## src/rtl/start_screen_pkg.sv

```systemverilog
// Shared types and constants for the start-screen pixel stage.
package start_screen_pkg;

    typedef logic [1:0] state_t;

    localparam state_t S_TITLE = 2'd0;
    localparam state_t S_PRESS = 2'd1;
    localparam state_t S_GO    = 2'd2;
    localparam state_t S_RUN   = 2'd3;

    localparam int COORD_W = 11;
    localparam logic [COORD_W-1:0] WIN_W      = 11'd256;
    localparam logic [COORD_W-1:0] WIN_H      = 11'd64;
    localparam logic [COORD_W-1:0] PROMPT_ROW = 11'd48;

    localparam int ROM_AW = 14;
    localparam logic [7:0] BLACK = 8'h00;

    // Title image: even parity of the masked address marks a lit pixel.
    localparam logic [ROM_AW-1:0] GLYPH_MASK = 14'h1C63;

    function automatic logic title_glyph(input logic [ROM_AW-1:0] addr);
        return ~(^(addr & GLYPH_MASK));
    endfunction

endpackage

```

## src/rtl/start_title_rom.sv

```systemverilog
// 16384x1 title bitmap with a registered (synchronous) read port.
module start_title_rom
    import start_screen_pkg::*;
(
    input  logic              clk,
    input  logic [ROM_AW-1:0] addr_i,
    output logic              data_o
);

    logic data_q;

    // Contents are fixed at elaboration by title_glyph().
    always_ff @(posedge clk) begin
        data_q <= title_glyph(addr_i);
    end

    assign data_o = data_q;

endmodule

```

## src/rtl/start_screen_pixel_module.sv

```systemverilog
// Start-screen pixel stage: bitmap lookup, blinking prompt, key debounce
// and the title/run handoff FSM.
module start_screen_pixel_module
    import start_screen_pkg::*;
#(
    parameter int         DEBOUNCE_CYCLES = 500000,
    parameter int         BLINK_FRAMES    = 32,
    parameter logic [7:0] TEXT_COLOR      = 8'hFC,
    parameter logic [7:0] BG_COLOR        = 8'h02
) (
    input  logic        clk,
    input  logic        rst_n,
    input  logic [10:0] col_addr,
    input  logic [10:0] row_addr,
    input  logic        disp_en,
    input  logic        hsync_in,
    input  logic        vsync_in,
    input  logic        key_n,
    input  logic        game_over,
    output logic [7:0]  rgb,
    output logic        hsync_out,
    output logic        vsync_out,
    output logic        start_pulse,
    output logic        game_active
);

    localparam int DCW = (DEBOUNCE_CYCLES > 1) ? $clog2(DEBOUNCE_CYCLES) : 1;
    localparam int FCW = (BLINK_FRAMES > 1) ? $clog2(BLINK_FRAMES) : 1;
    localparam logic [DCW-1:0] DEB_LAST = DCW'(DEBOUNCE_CYCLES - 1);
    localparam logic [FCW-1:0] FRM_LAST = FCW'(BLINK_FRAMES - 1);

    // ---------------- pixel stage 1: ROM read + side-band ----------------
    logic rom_bit;
    logic win_q, prompt_q, den_q, hs_q, vs_q;

    start_title_rom u_rom (
        .clk    (clk),
        .addr_i ({row_addr[5:0], col_addr[7:0]}),
        .data_o (rom_bit)
    );

    always_ff @(posedge clk or negedge rst_n) begin
        if (!rst_n) begin
            win_q    <= 1'b0;
            prompt_q <= 1'b0;
            den_q    <= 1'b0;
            hs_q     <= 1'b1;
            vs_q     <= 1'b1;
        end else begin
            win_q    <= (col_addr < WIN_W) && (row_addr < WIN_H);
            prompt_q <= (row_addr >= PROMPT_ROW);
            den_q    <= disp_en;
            hs_q     <= hsync_in;
            vs_q     <= vsync_in;
        end
    end

    // ---------------- blink: frame counter on vsync rising edge ----------
    logic           vs_prev_q;
    logic [FCW-1:0] frame_cnt_q, frame_cnt_d;
    logic           blink_on_q, blink_on_d;

    always_comb begin
        frame_cnt_d = frame_cnt_q;
        blink_on_d  = blink_on_q;
        if (vsync_in && !vs_prev_q) begin
            if (frame_cnt_q == FRM_LAST) begin
                frame_cnt_d = '0;
                blink_on_d  = ~blink_on_q;
            end else begin
                frame_cnt_d = frame_cnt_q + 1'b1;
            end
        end
    end

    always_ff @(posedge clk or negedge rst_n) begin
        if (!rst_n) begin
            vs_prev_q   <= 1'b1;
            frame_cnt_q <= '0;
            blink_on_q  <= 1'b1;
        end else begin
            vs_prev_q   <= vsync_in;
            frame_cnt_q <= frame_cnt_d;
            blink_on_q  <= blink_on_d;
        end
    end

    // ---------------- key synchronizer + debounce ------------------------
    logic           key_s1_q, key_s2_q;
    logic           key_stable_q, key_stable_d;
    logic [DCW-1:0] deb_cnt_q, deb_cnt_d;
    logic           key_accept, key_fall, key_rise;

    always_comb begin
        key_stable_d = key_stable_q;
        deb_cnt_d    = '0;
        key_accept   = (key_s2_q != key_stable_q) && (deb_cnt_q == DEB_LAST);
        if (key_accept) begin
            key_stable_d = key_s2_q;
        end else if (key_s2_q != key_stable_q) begin
            deb_cnt_d = deb_cnt_q + 1'b1;
        end
    end

    assign key_fall = key_accept && !key_s2_q;
    assign key_rise = key_accept &&  key_s2_q;

    always_ff @(posedge clk or negedge rst_n) begin
        if (!rst_n) begin
            key_s1_q     <= 1'b1;
            key_s2_q     <= 1'b1;
            key_stable_q <= 1'b1;
            deb_cnt_q    <= '0;
        end else begin
            key_s1_q     <= key_n;
            key_s2_q     <= key_s1_q;
            key_stable_q <= key_stable_d;
            deb_cnt_q    <= deb_cnt_d;
        end
    end

    // ---------------- title/run FSM: start commits on key release --------
    state_t state_q, state_d;
    logic   start_pulse_q, game_active_q;

    always_comb begin
        state_d = state_q;
        case (state_q)
            S_TITLE: if (key_fall)  state_d = S_PRESS;
            S_PRESS: if (key_rise)  state_d = S_GO;
            S_GO:                   state_d = S_RUN;
            S_RUN:   if (game_over) state_d = S_TITLE;
            default:                state_d = S_TITLE;
        endcase
    end

    always_ff @(posedge clk or negedge rst_n) begin
        if (!rst_n) begin
            state_q       <= S_TITLE;
            start_pulse_q <= 1'b0;
            game_active_q <= 1'b0;
        end else begin
            state_q       <= state_d;
            start_pulse_q <= (state_q == S_GO);
            game_active_q <= (state_q == S_RUN);
        end
    end

    // ---------------- pixel stage 2: colour select + aligned syncs -------
    logic [7:0] rgb_q, rgb_d;
    logic       hsync_q, vsync_q;

    always_comb begin
        rgb_d = BG_COLOR;
        if ((state_q == S_RUN) || !den_q) begin
            rgb_d = BLACK;
        end else if (win_q && rom_bit && !(prompt_q && !blink_on_q)) begin
            rgb_d = TEXT_COLOR;
        end
    end

    always_ff @(posedge clk or negedge rst_n) begin
        if (!rst_n) begin
            rgb_q   <= BLACK;
            hsync_q <= 1'b1;
            vsync_q <= 1'b1;
        end else begin
            rgb_q   <= rgb_d;
            hsync_q <= hs_q;
            vsync_q <= vs_q;
        end
    end

    assign rgb         = rgb_q;
    assign hsync_out   = hsync_q;
    assign vsync_out   = vsync_q;
    assign start_pulse = start_pulse_q;
    assign game_active = game_active_q;

endmodule

```

## config.mk

```make
export PLATFORM = sky130hd
export DESIGN_NAME = start_screen_pixel_module
export DESIGN_NICKNAME = d
export VERILOG_FILES = /design/src/rtl/start_screen_pkg.sv /design/src/rtl/start_title_rom.sv /design/src/rtl/start_screen_pixel_module.sv
export SDC_FILE = /design/constraint.sdc
export NUM_CORES = 1
export LEC_CHECK = 0
export CAP_MARGIN = 25
export CORE_MARGIN = 4
export CORE_UTILIZATION = 51
export CTS_CLUSTER_DIAMETER = 50
export DETAILED_ROUTE_END_ITERATION = 16
export PLACE_DENSITY = 0.79
export SYNTH_ARGS = -nofsm -noshare
export SYNTH_HDL_FRONTEND = slang
export SYNTH_SLANG_ARGS = --single-unit
```

## constraint.sdc

```tcl
create_clock -name clk -period 2.8 [get_ports clk]
set_input_delay 0.56 -clock clk [delete_from_list [all_inputs] [get_ports clk]]
set_output_delay 0.56 -clock clk [all_outputs]
set_load 0.02 [all_outputs]
```

Word-level counts from Yosys, hierarchy flattened
Index checks and enable logic that the tools add are counted.

ROM bits: 0. Memory bits (writable): 0. Input bits: 29. Output and inout port bits: 12. Memories kept: 0. Latch bits: 0. Bits in registers: 48.

Bitwise gates (word level): 2. Shift operators: 0. Add/subtract/negate cells: 2. Magnitude comparators: 3. Equality and inequality tests: 9. Muxes and demuxes: 9. Reduce and logical (&&, ||, !) cells: 18. Multipliers: 0. Divide/modulo/power cells: 0.

Operators by type and width (number): 2-to-1 mux 19 bit (2); adder 19 x 1 -> 19 bit, second input constant (1); equality test 19 bit, second input constant (1); 2-to-1 mux 8 bit (2); parity 14 bit (1); >= comparator 11 x 6 -> 1 bit, second input constant (1); < comparator 11 x 7 -> 1 bit, second input constant (1); < comparator 11 x 9 -> 1 bit, second input constant (1); logical AND 1 bit (8); one-hot mux 2 bit (4 select lines) (1); 2-to-1 mux 2 bit (3); != test 2 bit, second input constant (3); adder 5 x 1 -> 5 bit, second input constant (1); equality test 5 bit, second input constant (1); zero test 1 bit (5); 2-to-1 mux 5 bit (1); equality test 2 bit, second input constant (2); AND reduction 3 bit (1); equality test 2 x 1 -> 1 bit, second input constant (1); zero test 2 bit (1); NOT 1 bit (2); AND reduction 2 bit (1); logical OR 1 bit (1); != test 1 bit (1).

Logic depth before layout (Yosys ltp)
Gate-level depths: netlist (run 1).

Word-level depth: 6. Depth in mapped cells: 6. Gate-level depth less buffers: 6.

By module
From an unflattened synthesis (run 1), not the netlist that was laid out.

Cell total of the unflattened synthesis: 187. Area, all modules: 2060.7 um2.

Modules (own cells, without submodules): start_screen_pixel_module (instances 1, area each 1978.1 um2, cells an instance 182); start_title_rom (instances 1, area each 82.6 um2, cells an instance 5).

Least setup slack after synthesis (run 1)
Ideal clock, no wire load.

Kind: register -> register. Start: register deb_cnt_q[0]. End: register deb_cnt_q[18]. Buffers on the path: 0. Cell stages (with the launch flop): 6. Setup slack: 878 ps. Data arrival time: 1844 ps. Cells stage by stage: dfrtp_1 > ha_1 > nand3_4 > or4_4 > or4_1 > a21oi_1.

Longest elaborated chain between the ends: 3.

RTL lines: start, declared (line start_screen_pixel_module.sv:91) `logic [DCW-1:0] deb_cnt_q, deb_cnt_d;`; start signal, assigned (line start_screen_pixel_module.sv:118) `deb_cnt_q <= deb_cnt_d;`; adder 19 x 1 -> 19 bit or equality test 19 bit (tied branches) (line start_screen_pixel_module.sv:101, start_screen_pixel_module.sv:97); 2-to-1 mux 19 bit or logical AND 1 bit (tied branches) (line start_screen_pixel_module.sv:100, start_screen_pixel_module.sv:97); 2-to-1 mux 19 bit * (line start_screen_pixel_module.sv:98) `if (key_accept) begin`; via deb_cnt_d[18] (line start_screen_pixel_module.sv:91).

The timed path passes the listed nets; every way through them passes the cells marked *. A chain may end at the register's enable or synchronous reset.

Worst setup path after layout (run 1)
Start: register deb_cnt_q[7]. End: register deb_cnt_q[4].

Longest elaborated chain between the ends: 3.

RTL lines: equality test 19 bit (line start_screen_pixel_module.sv:97) `key_accept = (key_s2_q != key_stable_q) && (deb_cnt_q == DEB_LAST);`; logical AND 1 bit (line start_screen_pixel_module.sv:97); 2-to-1 mux 19 bit (line start_screen_pixel_module.sv:98); via deb_cnt_d[4] (line start_screen_pixel_module.sv:91).

The timed path passes the listed nets, and every way through them passes these cells.

==> metrics.csv, run 1 <==
stage,metric,value,unit
layout,Final #Nets,258,
route,Via density,5.193,
synthesis,post-synthesis simple-gate area fraction,0.2219,
power_and_ir_drop,Cell Pwr Density,495.6,mW/mm^2
critical_path,Worst Path Arrival,2.28,ns
critical_path,"Largest stage delay, worst path",0.52,ns
grt,largest net degree at the start of global routing,42,
route,WL per Instance,13.23,um
critical_path,flop-to-flop setup slack,0.70,ns
timing,post-route minimum period,2.100,ns
floorplanning,core area,0.003744,mm^2
synthesis,multiplexer area fraction after synthesis,0.02163,
flow_run,count of maximum capacitance violations,0,
synthesis,Most used DFF post-synth,dfrtp_1,
hold_path,Hold Crit Start,hs_q,
power_and_ir_drop,Leakage,1.002,nW
synthesis,post-synthesis xor/xnor area fraction,0.08653,
layout,share of cells above drive strength 1,0.1216,
route,# DRC,0,
critical_path,Register-to-Register Path Depth,5,
synthesis,Yosys top cell area share,0.4079,
power_and_ir_drop,Peak VDD IR,0.4118,mV
clock_network,worst-skew pair later-pin latency,0.29,ns
synthesis,number of synthesized flops with an enable pin,0,
placement,dpl cells,262,
synthesis,leading post-synthesis cells by cell area,"dfrtp_1 (41%), dfstp_2 (10%), xnor2_1 (6.9%), ha_1 (4.9%), nor2_1 (3.7%)",
clock_network,root buf cell,clkbuf_8,
timing,Max Clock Skew,0.006171,ns
synthesis,Synth Area in Compound Gates,0.05748,
timing,"Hold Vio Cnt, Final",0,
floorplanning,Die W,71.01,um
critical_path,CP bufs+invs,1,
synthesis,Synth Instances,187,
synthesis,Post-Syn Area,0.002024,mm^2
clock_network,clock sink count,42,
timing,slew margin rel.,0.4241,
route,Iter 0 DRT Violations,45,
synthesis,asr flop ratio synth,0.9762,
grt,first-pass GRT wire length,6479,um
placement,routability-driven placement congestion ratio,0.7976,
grt,Tot GR Track Use,0.1626,
run_status,status,"complete, no violations",
grt,initial antenna violation count,0,
timing,Max Slew Vio Count,0,
route,first-pass iteration count of the detailed router,4,
clock_network,CTS tree,done,
layout,most frequent cells in the layout,"dfrtp_1 (33), clkdlybuf4s50_1 (32), nor2_1 (20)",
synthesis,Cell variety after synth,41,
critical_path,"CP delay by family, top",simple AND/OR/NAND/NOR gates,
clock_network,# Post-CTS Setup Buffers,0,
synthesis,Synth Area in Adders,0.04944,
critical_path,CP endpoint kind,flip-flop,
critical_path,WP depth,5,
placement,dpl hpwl,2784,um
critical_path,crit-path cells,nor4b_1 -> nand2_1 -> o31ai_4 -> buf_4 -> a21oi_1,
synthesis,Synth area leader,dfrtp_1,
route,DRT antenna net count,0,
clock_network,CTS resizes,0,
hold_path,hold-critical path depth,0,
synthesis,Mapped Nets,224,
critical_path,CP required,2.98,ns
grt,vias in the first global route,1440,
critical_path,crit path max-delay cell type,nor4b_1,
hold_path,worst hold path type,flip-flop to flip-flop,
route,via count,1402,
synthesis,largest family of logic cells by synthesized area,simple AND/OR/NAND/NOR gates,
synthesis,sequential share of the synthesized area,0.5216,
synthesis,Synth Warn #,0,
layout,"commonest non-fill, non-tap cell in the layout",dfrtp_1,
floorplanning,Die H,71.01,um
clock_network,number of buffers created by CTS,5,
synthesis,number of synthesized register bits,42,
critical_path,Critical R2R Capture,deb_cnt_q[4],
layout,# fillers,303,
layout,Area Growth Syn to Fin,21.63,%
floorplanning,I/O pin cnt,41,
floorplanning,Initial Utilization,0.5408,
critical_path,crit-path max FO,10,
timing,Worst Tran Pin Value,0.8638,ns
clock_network,clock slew at reported path FFs,0.08,ns
timing,fmax,476.1,MHz
synthesis,Mean Syn Cell Area,10.83,um^2
layout,antenna cells,0,
timing,unrepaired setup endpoints after global routing,no,
critical_path,critical setup path kind,flip-flop to flip-flop,
layout,fin cells,270,
critical_path,crit start category,flip-flop,
clock_network,Clock Path Buffers,2,
route,final wirelength,3573,um
hold_path,Hold Path End,hsync_out,
floorplanning,die footprint,0.005042,mm^2
floorplanning,num rows,22,
clock_network,H-tree Lvls,2,
critical_path,RR Startpoint,deb_cnt_q[7],
clock_network,hold buffer count at cts,0,
layout,Final Core Density,0.6578,
grt,global route overflow,0,
timing,fin crit share,0.7501,
timing,Final setup viols,0,
timing,Setup TNS,0,ns
placement,number of port buffers,33,
==> kinds of logic (layout without fill, tap and decap cells) <==
kind of cell | after synthesis | after routing
DFF | 42 | 42
AOI/OAI and AO/OA | 18 | 18
muxes | 4 | 4
and+or+nand+nor | 79 | 79
other | 1 | 1
buffers and inverters | 15 | 50
adders and majority gates | 8 | 8
xor gates and xnor gates | 20 | 20
==> cells in the mapped netlist (4+ instances only) <==
cell	count
or3_1	4
nand3_1	6
dfstp_2	8
xnor2_1	16
dfrtp_1	33
xor2_1	4
a21oi_1	6
o21ai_0	6
nor2_1	20
nand2_1	18
buf_4	6
inv_1	8
ha_1	8
nor3_1	7
==> through the flow <==
| step | setup WS [ns] | area [um^2] | total power [mW] | hold WS (ns) |
|---|---|---|---|---|
| 5_1_grt | 0.5513 | 2462 | 1.293 | 0.3653 |
| 2_1_floorplan | 0.8779 | 2024 | 0.7696 | 0.2644 |
| 3_5_place_dp | 0.6972 | 2367 | 0.8384 | 0.3472 |
| 3_3_place_gp | 0.7207 | 2367 | 0.8297 | 0.3452 |
| 6_report | 0.6996 | 2462 | 1.220 | 0.3582 |
| 4_1_cts | 0.6733 | 2462 | 1.237 | 0.3587 |
==> how the worst max path moves through the flow <==
stage	startpoint	to	slack, ns
2_1_floorplan	deb_cnt_q[0]	deb_cnt_q[18]	0.88
3_3_place_gp	deb_cnt_q[7]	deb_cnt_q[8]	0.72
3_5_place_dp	deb_cnt_q[7]	deb_cnt_q[3]	0.70
4_1_cts	deb_cnt_q[7]	deb_cnt_q[4]	0.67
5_1_grt	deb_cnt_q[7]	deb_cnt_q[4]	0.55
6_report	deb_cnt_q[7]	deb_cnt_q[4]	0.70
==> area by class of cell <==
| class | count | area [um^2] | share of cell area |
|---|---|---|---|
| multi-input cells | 130 | 888.4 | 0.3608 |
| repair buffers | 34 | 332.8 | 0.1352 |
| clock buffers | 6 | 82.58 | 0.03354 |
| inverters | 8 | 30.03 | 0.01220 |
| flip-flops and latches | 42 | 1056 | 0.4289 |
| well taps | 48 | 60.06 | 0.02439 |
| clock inverters | 2 | 12.51 | 0.005081 |
==> routing by layer <==
layer,vias to the layer above,part of all wire,track usage
li1,699,-,-
met5,-,0,0
met3,5,0.038,0.04119
met2,26,0.53,0.2781
met4,0,0.014,0.06263
met1,672,0.42,0.1967
==> worst reg2reg max path: stages (launching register included) <==
cell and delay [ns]:
dfrtp_1 0.47, nor4b_1 0.52, nand2_1 0.20, o31ai_4 0.48, buf_4 0.26, a21oi_1 0.06
==> sequential cells by signal, indices dropped and copies added (netlist names), 2 cells and up <==
name,flops
deb_cnt_q,19
frame_cnt_q,5
rgb,2
state_q,2
==> report_power, final <==
part	total [mW]	switching, mW	internal, mW
combinational	0.133	0.0612	0.0714
clock	0.398	0.200	0.198
sequential	0.690	0.0308	0.659
total	1.22	0.292	0.928
No activity file was read; power rests on OpenSTA's default activity.
==> inputs of run 2 (changes only) <==
==> constraint.sdc (replaced) <==
create_clock -name clk -period 2 [get_ports clk]
set_input_delay 0.4 -clock clk [delete_from_list [all_inputs] [get_ports clk]]
set_output_delay 0.4 -clock clk [all_outputs]
set_load 0.02 [all_outputs]
==> metrics.csv, run 2 (synthesis gave the netlist of run 1 again) <==
stage,metric,value,unit,change
floorplanning,Die H,71.01,um,unchanged
run_status,status,"complete, no violations",,unchanged
floorplanning,I/O pin cnt,41,,unchanged
route,via count,1380,,was 1402
route,final wirelength,3470,um,was 3573 um
critical_path,RR Startpoint,deb_cnt_q[1],,was deb_cnt_q[7]
layout,antenna cells,0,,unchanged
power_and_ir_drop,Leakage,1.042,nW,was 1.002 nW
critical_path,flop-to-flop setup slack,0.1,ns,was 0.70 ns
floorplanning,die footprint,0.005042,mm^2,unchanged
grt,first-pass GRT wire length,6016,um,was 6479 um
clock_network,CTS tree,done,,unchanged
timing,post-route minimum period,1.904,ns,was 2.100 ns
placement,dpl hpwl,2661,um,was 2784 um
critical_path,"CP delay by family, top",simple AND/OR/NAND/NOR gates,,unchanged
clock_network,number of buffers created by CTS,5,,unchanged
floorplanning,Initial Utilization,0.5408,,unchanged
timing,Final setup viols,0,,unchanged
clock_network,Clock Path Buffers,2,,unchanged
grt,Tot GR Track Use,0.1548,,was 0.1626
layout,fin cells,277,,was 270
timing,Setup TNS,0,ns,unchanged
route,DRT antenna net count,0,,unchanged
clock_network,clock sink count,42,,unchanged
placement,number of port buffers,33,,unchanged
layout,most frequent cells in the layout,"dfrtp_1 (33), clkdlybuf4s50_1 (32), nor2_1 (20)",,unchanged
grt,global route overflow,0,,unchanged
grt,initial antenna violation count,0,,unchanged
grt,met3 usage,0.05540,,was 0.04119
grt,vias in the first global route,1362,,was 1440
critical_path,crit-path max FO,5,,was 10
timing,Max Slew Vio Count,0,,unchanged
placement,routability-driven placement congestion ratio,0.7851,,was 0.7976
critical_path,crit start category,flip-flop,,unchanged
critical_path,critical setup path kind,flip-flop to flip-flop,,unchanged
critical_path,CP required,2.22,ns,was 2.98 ns
placement,dpl cells,269,,was 262
layout,Final #Nets,265,,was 258
grt,grt peak-use layer,met2,,unchanged
timing,fmax,525.2,MHz,was 476.1 MHz
route,first-pass iteration count of the detailed router,4,,unchanged
clock_network,worst-skew pair later-pin latency,0.29,ns,about the same
layout,share of cells above drive strength 1,0.1485,,was 0.1216
clock_network,hold buffer count at cts,0,,unchanged
floorplanning,num rows,22,,unchanged
critical_path,Worst Path Arrival,2.12,ns,was 2.28 ns
timing,Max Clock Skew,0.005425,ns,was 0.006171 ns
layout,biggest regs,"deb_cnt_q: 19 flops, frame_cnt_q: 5 flops",,unchanged
grt,largest net degree at the start of global routing,20,,was 42
clock_network,H-tree Lvls,2,,unchanged
route,WL per Instance,12.53,um,was 13.23 um
critical_path,crit path max-delay cell type,or4_4,,was nor4b_1
critical_path,crit-path cells,ha_4 -> nand3_4 -> or4_4 -> or4_1 -> a21oi_1,,was nor4b_1 -> nand2_1 -> o31ai_4 -> buf_4 -> a21oi_1
layout,max reg flops,19,,unchanged
route,# DRC,0,,unchanged
critical_path,CP bufs+invs,0,,was 1
critical_path,"Largest stage delay, worst path",0.58,ns,was 0.52 ns
grt,M1 GR Usage,0.1929,,was 0.1967
layout,Area Growth Syn to Fin,26.21,%,was 21.63%
flow_run,count of maximum capacitance violations,0,,unchanged
layout,"Most flops, register",deb_cnt_q,,unchanged
power_and_ir_drop,Cell Pwr Density,707.3,mW/mm^2,was 495.6 mW/mm^2
floorplanning,Die W,71.01,um,unchanged
clock_network,root buf cell,clkbuf_8,,unchanged
clock_network,# Post-CTS Setup Buffers,0,,unchanged
floorplanning,core area,0.003744,mm^2,unchanged
hold_path,worst hold path type,input port to asynchronous set/reset pin,,was flip-flop to flip-flop
route,Via density,4.982,,was 5.193
power_and_ir_drop,Peak VDD IR,0.5661,mV,was 0.4118 mV
timing,unrepaired setup endpoints after global routing,no,,unchanged
layout,"commonest non-fill, non-tap cell in the layout",dfrtp_1,,unchanged
timing,fin crit share,0.9520,,was 0.7501
critical_path,Register-to-Register Path Depth,5,,unchanged
clock_network,clock slew at reported path FFs,0.08,ns,about the same
timing,"Hold Vio Cnt, Final",0,,unchanged
critical_path,CP endpoint kind,flip-flop,,unchanged
critical_path,Critical R2R Capture,deb_cnt_q[18],,was deb_cnt_q[4]
route,Iter 0 DRT Violations,49,,was 45
grt,grt met2 use,0.2461,,was 0.2781
timing,WHS,0.01100,ns,was 0.3582 ns
==> run 2: changes by cell type in the layout (fill, tap and decap cells not counted), sizes merged <==
cell	delta
clkinv	-1
buf	+7
bufinv	+1
==> run 2: worst max-delay path by stage <==
stage            startpoint             to  slack, ns  cells past startpoint
2_1_floorplan  deb_cnt_q[0]  deb_cnt_q[18]       0.08                      5
3_3_place_gp   deb_cnt_q[1]  deb_cnt_q[18]       0.11                      5
3_5_place_dp   deb_cnt_q[1]  deb_cnt_q[18]       0.06                      5
4_1_cts        deb_cnt_q[1]  deb_cnt_q[18]       0.04                      5
5_1_grt        deb_cnt_q[1]  deb_cnt_q[18]       0.01                      5
6_report       deb_cnt_q[1]  deb_cnt_q[18]        0.1                      5
==> run 2: area by class of cell <==
cell class	count	area, um^2
fillers	290	1189
flip-flops and latches	42	1056
multi-input cells	130	900.9
repair buffers	41	397.9
clock buffers	6	72.57
well taps	48	60.06
clock inverters	2	37.54
inverters	8	30.03
==> run 2: stage by stage <==
step                      utilization  power [mW]  instance area, um^2  worst slack [ns]
after floorplan                     -       1.077                 2024           0.07790
after global placement         0.6497       1.169                 2432            0.1130
after detailed placement       0.6497       1.176                 2432           0.05620
after CTS                      0.6791       1.829                 2542           0.04253
after global routing           0.6825       1.907                 2555           0.01468
final                          0.6825       1.807                 2555           0.09602
==> run 2: worst register-to-register path, cell delays in order (launching register included) <==
cell and delay [ns]:
dfrtp_1 0.41, ha_4 0.18, nand3_4 0.07, or4_4 0.58, or4_1 0.42, a21oi_1 0.17
==> run 2: what timing repair did <==
item,CTS,global route
resized for setup,0,2
hold endpoints to repair,0,0
setup endpoints to repair,0,1
==> run 2: layer usage <==
metal  wire length [um]  up-vias
met3                142        5
met2               1718       22
met5                  0        -
met1               1547      638
li1                   -      715
met4                 62        0
==> run 2: report_power, final <==
| part | leakage, nW | switching, mW | internal, mW |
|---|---|---|---|
| Sequential | 0.524 | 0.0437 | 0.923 |
| Clock | 0.0514 | 0.276 | 0.372 |
| Combinational | 0.466 | 0.0845 | 0.108 |
| Total | 1.04 | 0.404 | 1.40 |
==> inputs of run 3 (changes only) <==
--- a/config.mk
+++ b/config.mk
@@ -11,6 +11,8 @@
 export CTS_CLUSTER_DIAMETER = 50
 export DETAILED_ROUTE_END_ITERATION = 16
 export PLACE_DENSITY = 0.79
+export SETUP_SLACK_MARGIN = 0.1
 export SYNTH_ARGS = -nofsm -noshare
 export SYNTH_HDL_FRONTEND = slang
+export SYNTH_HIERARCHICAL = 1
 export SYNTH_SLANG_ARGS = --single-unit
==> metrics.csv, run 3 <==
stage,metric,value,unit,change
power_and_ir_drop,Cell Pwr Density,669.8,mW/mm^2,was 707.3 mW/mm^2
grt,initial antenna violation count,0,,unchanged
timing,Max Slew Vio Count,0,,unchanged
floorplanning,Die H,71.57,um,was 71.01 um
placement,dpl cells,261,,was 269
power_and_ir_drop,switching power,0.3965,mW,was 0.4040 mW
power_and_ir_drop,Peak VDD IR,0.4634,mV,was 0.5661 mV
route,DRT antenna net count,0,,unchanged
layout,most frequent cells in the layout,"dfrtp_1 (33), clkdlybuf4s50_1 (32), nor2_1 (22)",,"was dfrtp_1 (33), clkdlybuf4s50_1 (32), nor2_1 (20)"
critical_path,crit start category,flip-flop,,unchanged
layout,antenna cells,0,,unchanged
synthesis,number of synthesized flops with an enable pin,0,,unchanged
synthesis,Mapped Nets,224,,unchanged
critical_path,CP endpoint kind,flip-flop,,unchanged
power_and_ir_drop,Int Pwr,1.277,mW,was 1.403 mW
route,# DRC,0,,unchanged
placement,routability-driven placement congestion ratio,0.8915,,was 0.7851
critical_path,crit path max-delay cell type,dfrtp_1,,was or4_4
flow_run,count of maximum capacitance violations,0,,unchanged
power_and_ir_drop,Gate power share,0.114,,was 0.107
timing,fmax,551.0,MHz,was 525.2 MHz
placement,dpl hpwl,2927,um,was 2661 um
layout,biggest regs,"deb_cnt_q: 19 flops, frame_cnt_q: 5 flops",,unchanged
synthesis,Yosys top cell area share,0.4007,,was 0.4079
clock_network,root buf cell,clkbuf_8,,unchanged
timing,Max Clock Skew,0.005321,ns,was 0.005425 ns
clock_network,CTS tree,done,,unchanged
layout,"commonest non-fill, non-tap cell in the layout",dfrtp_1,,unchanged
layout,"Most flops, register",deb_cnt_q,,unchanged
route,Via density,5.428,,was 4.982
synthesis,top-count cell post-synth,dfrtp_1,,unchanged
critical_path,CP bufs+invs,0,,unchanged
timing,"Hold Vio Cnt, Final",0,,unchanged
timing,fin crit share,0.9074,,was 0.9520
floorplanning,die footprint,0.005122,mm^2,was 0.005042 mm^2
clock_network,worst-skew pair later-pin latency,0.29,ns,about the same
grt,first-pass GRT wire length,6893,um,was 6016 um
synthesis,Synth area leader,dfrtp_1,,unchanged
clock_network,H-tree Lvls,2,,unchanged
floorplanning,Die W,71.57,um,was 71.01 um
layout,Area Growth Syn to Fin,21.25,%,was 26.21%
timing,slew margin rel.,0.6651,,
clock_network,clock sink count,42,,unchanged
route,final wirelength,3951,um,was 3470 um
synthesis,Synth Instances,187,,unchanged
synthesis,Cell variety after synth,45,,was 41
synthesis,sequential share of the synthesized area,0.5124,,was 0.5216
critical_path,"Largest stage delay, worst path",0.40,ns,was 0.58 ns
floorplanning,Initial Utilization,0.5464,,was 0.5408
critical_path,crit-path cells,ha_1 -> and3_2 -> nand4b_1 -> o31ai_2 -> mux2_1,,was ha_4 -> nand3_4 -> or4_4 -> or4_1 -> a21oi_1
route,via count,1460,,was 1380
synthesis,leading post-synthesis cells by cell area,"dfrtp_1 (40%), dfstp_2 (10%), ha_1 (4.9%), nor2_1 (4.0%), xor2_1 (3.8%)",,"was dfrtp_1 (41%), dfstp_2 (10%), xnor2_1 (6.9%), ha_1 (4.9%), nor2_1 (3.7%)"
synthesis,Most used DFF post-synth,dfrtp_1,,unchanged
layout,share of cells above drive strength 1,0.1267,,was 0.1485
critical_path,CP required,2.18,ns,was 2.22 ns
grt,largest net degree at the start of global routing,42,,was 20
synthesis,Commonest cells post-synth,"dfrtp_1 (33), nor2_1 (22), nand2_1 (13)",,"was dfrtp_1 (33), nor2_1 (20), nand2_1 (18)"
floorplanning,core area,0.003771,mm^2,was 0.003744 mm^2
run_status,status,"complete, no violations",,unchanged
timing,unrepaired setup endpoints after global routing,yes,,was no
floorplanning,num rows,22,,unchanged
grt,Tot GR Track Use,0.1741,,was 0.1548
power_and_ir_drop,Seq pwr share,0.577,,was 0.535
placement,number of port buffers,33,,unchanged
timing,Final setup viols,0,,unchanged
synthesis,number of synthesized register bits,42,,unchanged
hold_path,worst hold path type,input port to asynchronous set/reset pin,,unchanged
grt,vias in the first global route,1568,,was 1362
synthesis,Post-Syn Area,0.002061,mm^2,was 0.002024 mm^2
grt,global route overflow,0,,unchanged
power_and_ir_drop,Leakage,1.065,nW,was 1.042 nW
clock_network,clock slew at reported path FFs,0.07,ns,was 0.08 ns
layout,Final #Nets,257,,was 265
clock_network,Clock Path Buffers,2,,unchanged
route,Iter 0 DRT Violations,93,,was 49
route,first-pass iteration count of the detailed router,4,,unchanged
layout,fin cells,269,,was 277
synthesis,Mean Syn Cell Area,11.02,um^2,was 10.83 um^2
critical_path,critical setup path kind,flip-flop to flip-flop,,unchanged
synthesis,asr flop ratio synth,0.9762,,unchanged
timing,Worst Tran Pin Value,0.5023,ns,
synthesis,Synth Warn #,6,,was 0
clock_network,number of buffers created by CTS,5,,unchanged
critical_path,"CP delay by family, top",simple AND/OR/NAND/NOR gates,,unchanged
route,WL per Instance,14.69,um,was 12.53 um
power_and_ir_drop,Clock Power Share,0.309,,was 0.358
layout,max reg flops,19,,unchanged
timing,post-route minimum period,1.815,ns,was 1.904 ns
critical_path,crit-path max FO,5,,unchanged
clock_network,hold buffer count at cts,0,,unchanged
critical_path,Worst Path Arrival,1.99,ns,was 2.12 ns
power_and_ir_drop,Net Sw Frac,0.2369,,was 0.2236
timing,Setup TNS,0,ns,unchanged
floorplanning,I/O pin cnt,41,,unchanged
run 3: power by group through the flow:
stage               clock network [mW]  registers [mW]  logic [mW]
floorplan                            0           0.974       0.103
global placement                     0           0.976       0.181
detailed placement                   0           0.982       0.195
CTS                              0.536           0.966       0.195
global route                     0.577           0.976       0.216
finish                           0.517           0.965       0.191
run 3: path summary, 6_finish.rpt:
path / startpoint / endpoint / slack, ns / cells past startpoint
worst min-delay path: rst_n / den_q / 0.16 / 2
worst max-delay path: deb_cnt_q[0] / state_q[1] / 0.19 / 5
worst min register to register: hs_q / hsync_out / 0.36 / 0
min in group clk: hs_q / hsync_out / 0.36 / 0
worst max register to register: deb_cnt_q[0] / state_q[1] / 0.19 / 5
max in group asynchronous: rst_n / vs_prev_q / 1.47 / 2
run 3: worst reg2reg max path, stage by stage (launching register included):
cell	delay, ns
dfrtp_1	0.40
ha_1	0.24
and3_2	0.27
nand4b_1	0.14
o31ai_2	0.30
mux2_1	0.35
run 3: kinds of logic (layout without fill, tap and decap cells):
| kind of cell | count (synthesis) | count (layout) | synth area share |
|---|---|---|---|
| buffers and inverters | 16 | 50 | 0.04129 |
| adders and majority gates | 8 | 8 | 0.04858 |
| other | 1 | 1 | 0.001820 |
| AOI/OAI and AO/OA | 15 | 15 | 0.04675 |
| muxes | 5 | 5 | 0.02611 |
| DFF | 42 | 42 | 0.5124 |
| xor gates and xnor gates | 19 | 19 | 0.09411 |
| and+or+nand+nor | 81 | 81 | 0.2289 |
run 3: area by class of cell:
cell class / instances / area, um^2
Tap cell: 48 / 60.06
Multi-Input combinational cell: 129 / 935.9
Inverter: 7 / 26.28
Timing Repair Buffer: 35 / 340.3
Sequential cell: 42 / 1056
Clock buffer: 8 / 80.08
Fill cell: 285 / 1272
run 3: per-layer routing:
metal  track usage  wire (um)  part of all wire  up-vias
li1              -          -                 -      707
met1        0.1960       1618              0.41      719
met2        0.3061       2131              0.54       22
met3       0.03506        106             0.027       12
met4       0.09603         95             0.024        0
met5             0          0                 0        -
run 3: stage by stage:
step | power, mW | hold slack, ns | utilization | cell area [um^2] | setup WS (ns)
2_1_floorplan | 1.077 | 0.1044 | - | 2061 | 0.2674
3_3_place_gp | 1.157 | 0.3459 | 0.6370 | 2402 | 0.1605
3_5_place_dp | 1.177 | 0.3493 | 0.6370 | 2402 | 0.1166
4_1_cts | 1.697 | 0.1741 | 0.6583 | 2482 | 0.1387
5_1_grt | 1.769 | 0.2088 | 0.6626 | 2499 | 0.08341
6_report | 1.674 | 0.1596 | 0.6626 | 2499 | 0.1852
run 3: repair_timing:
item	4_1_cts	5_1_grt
setup endpoints to repair	0	2
buffers inserted	0	0
resized for setup	0	3
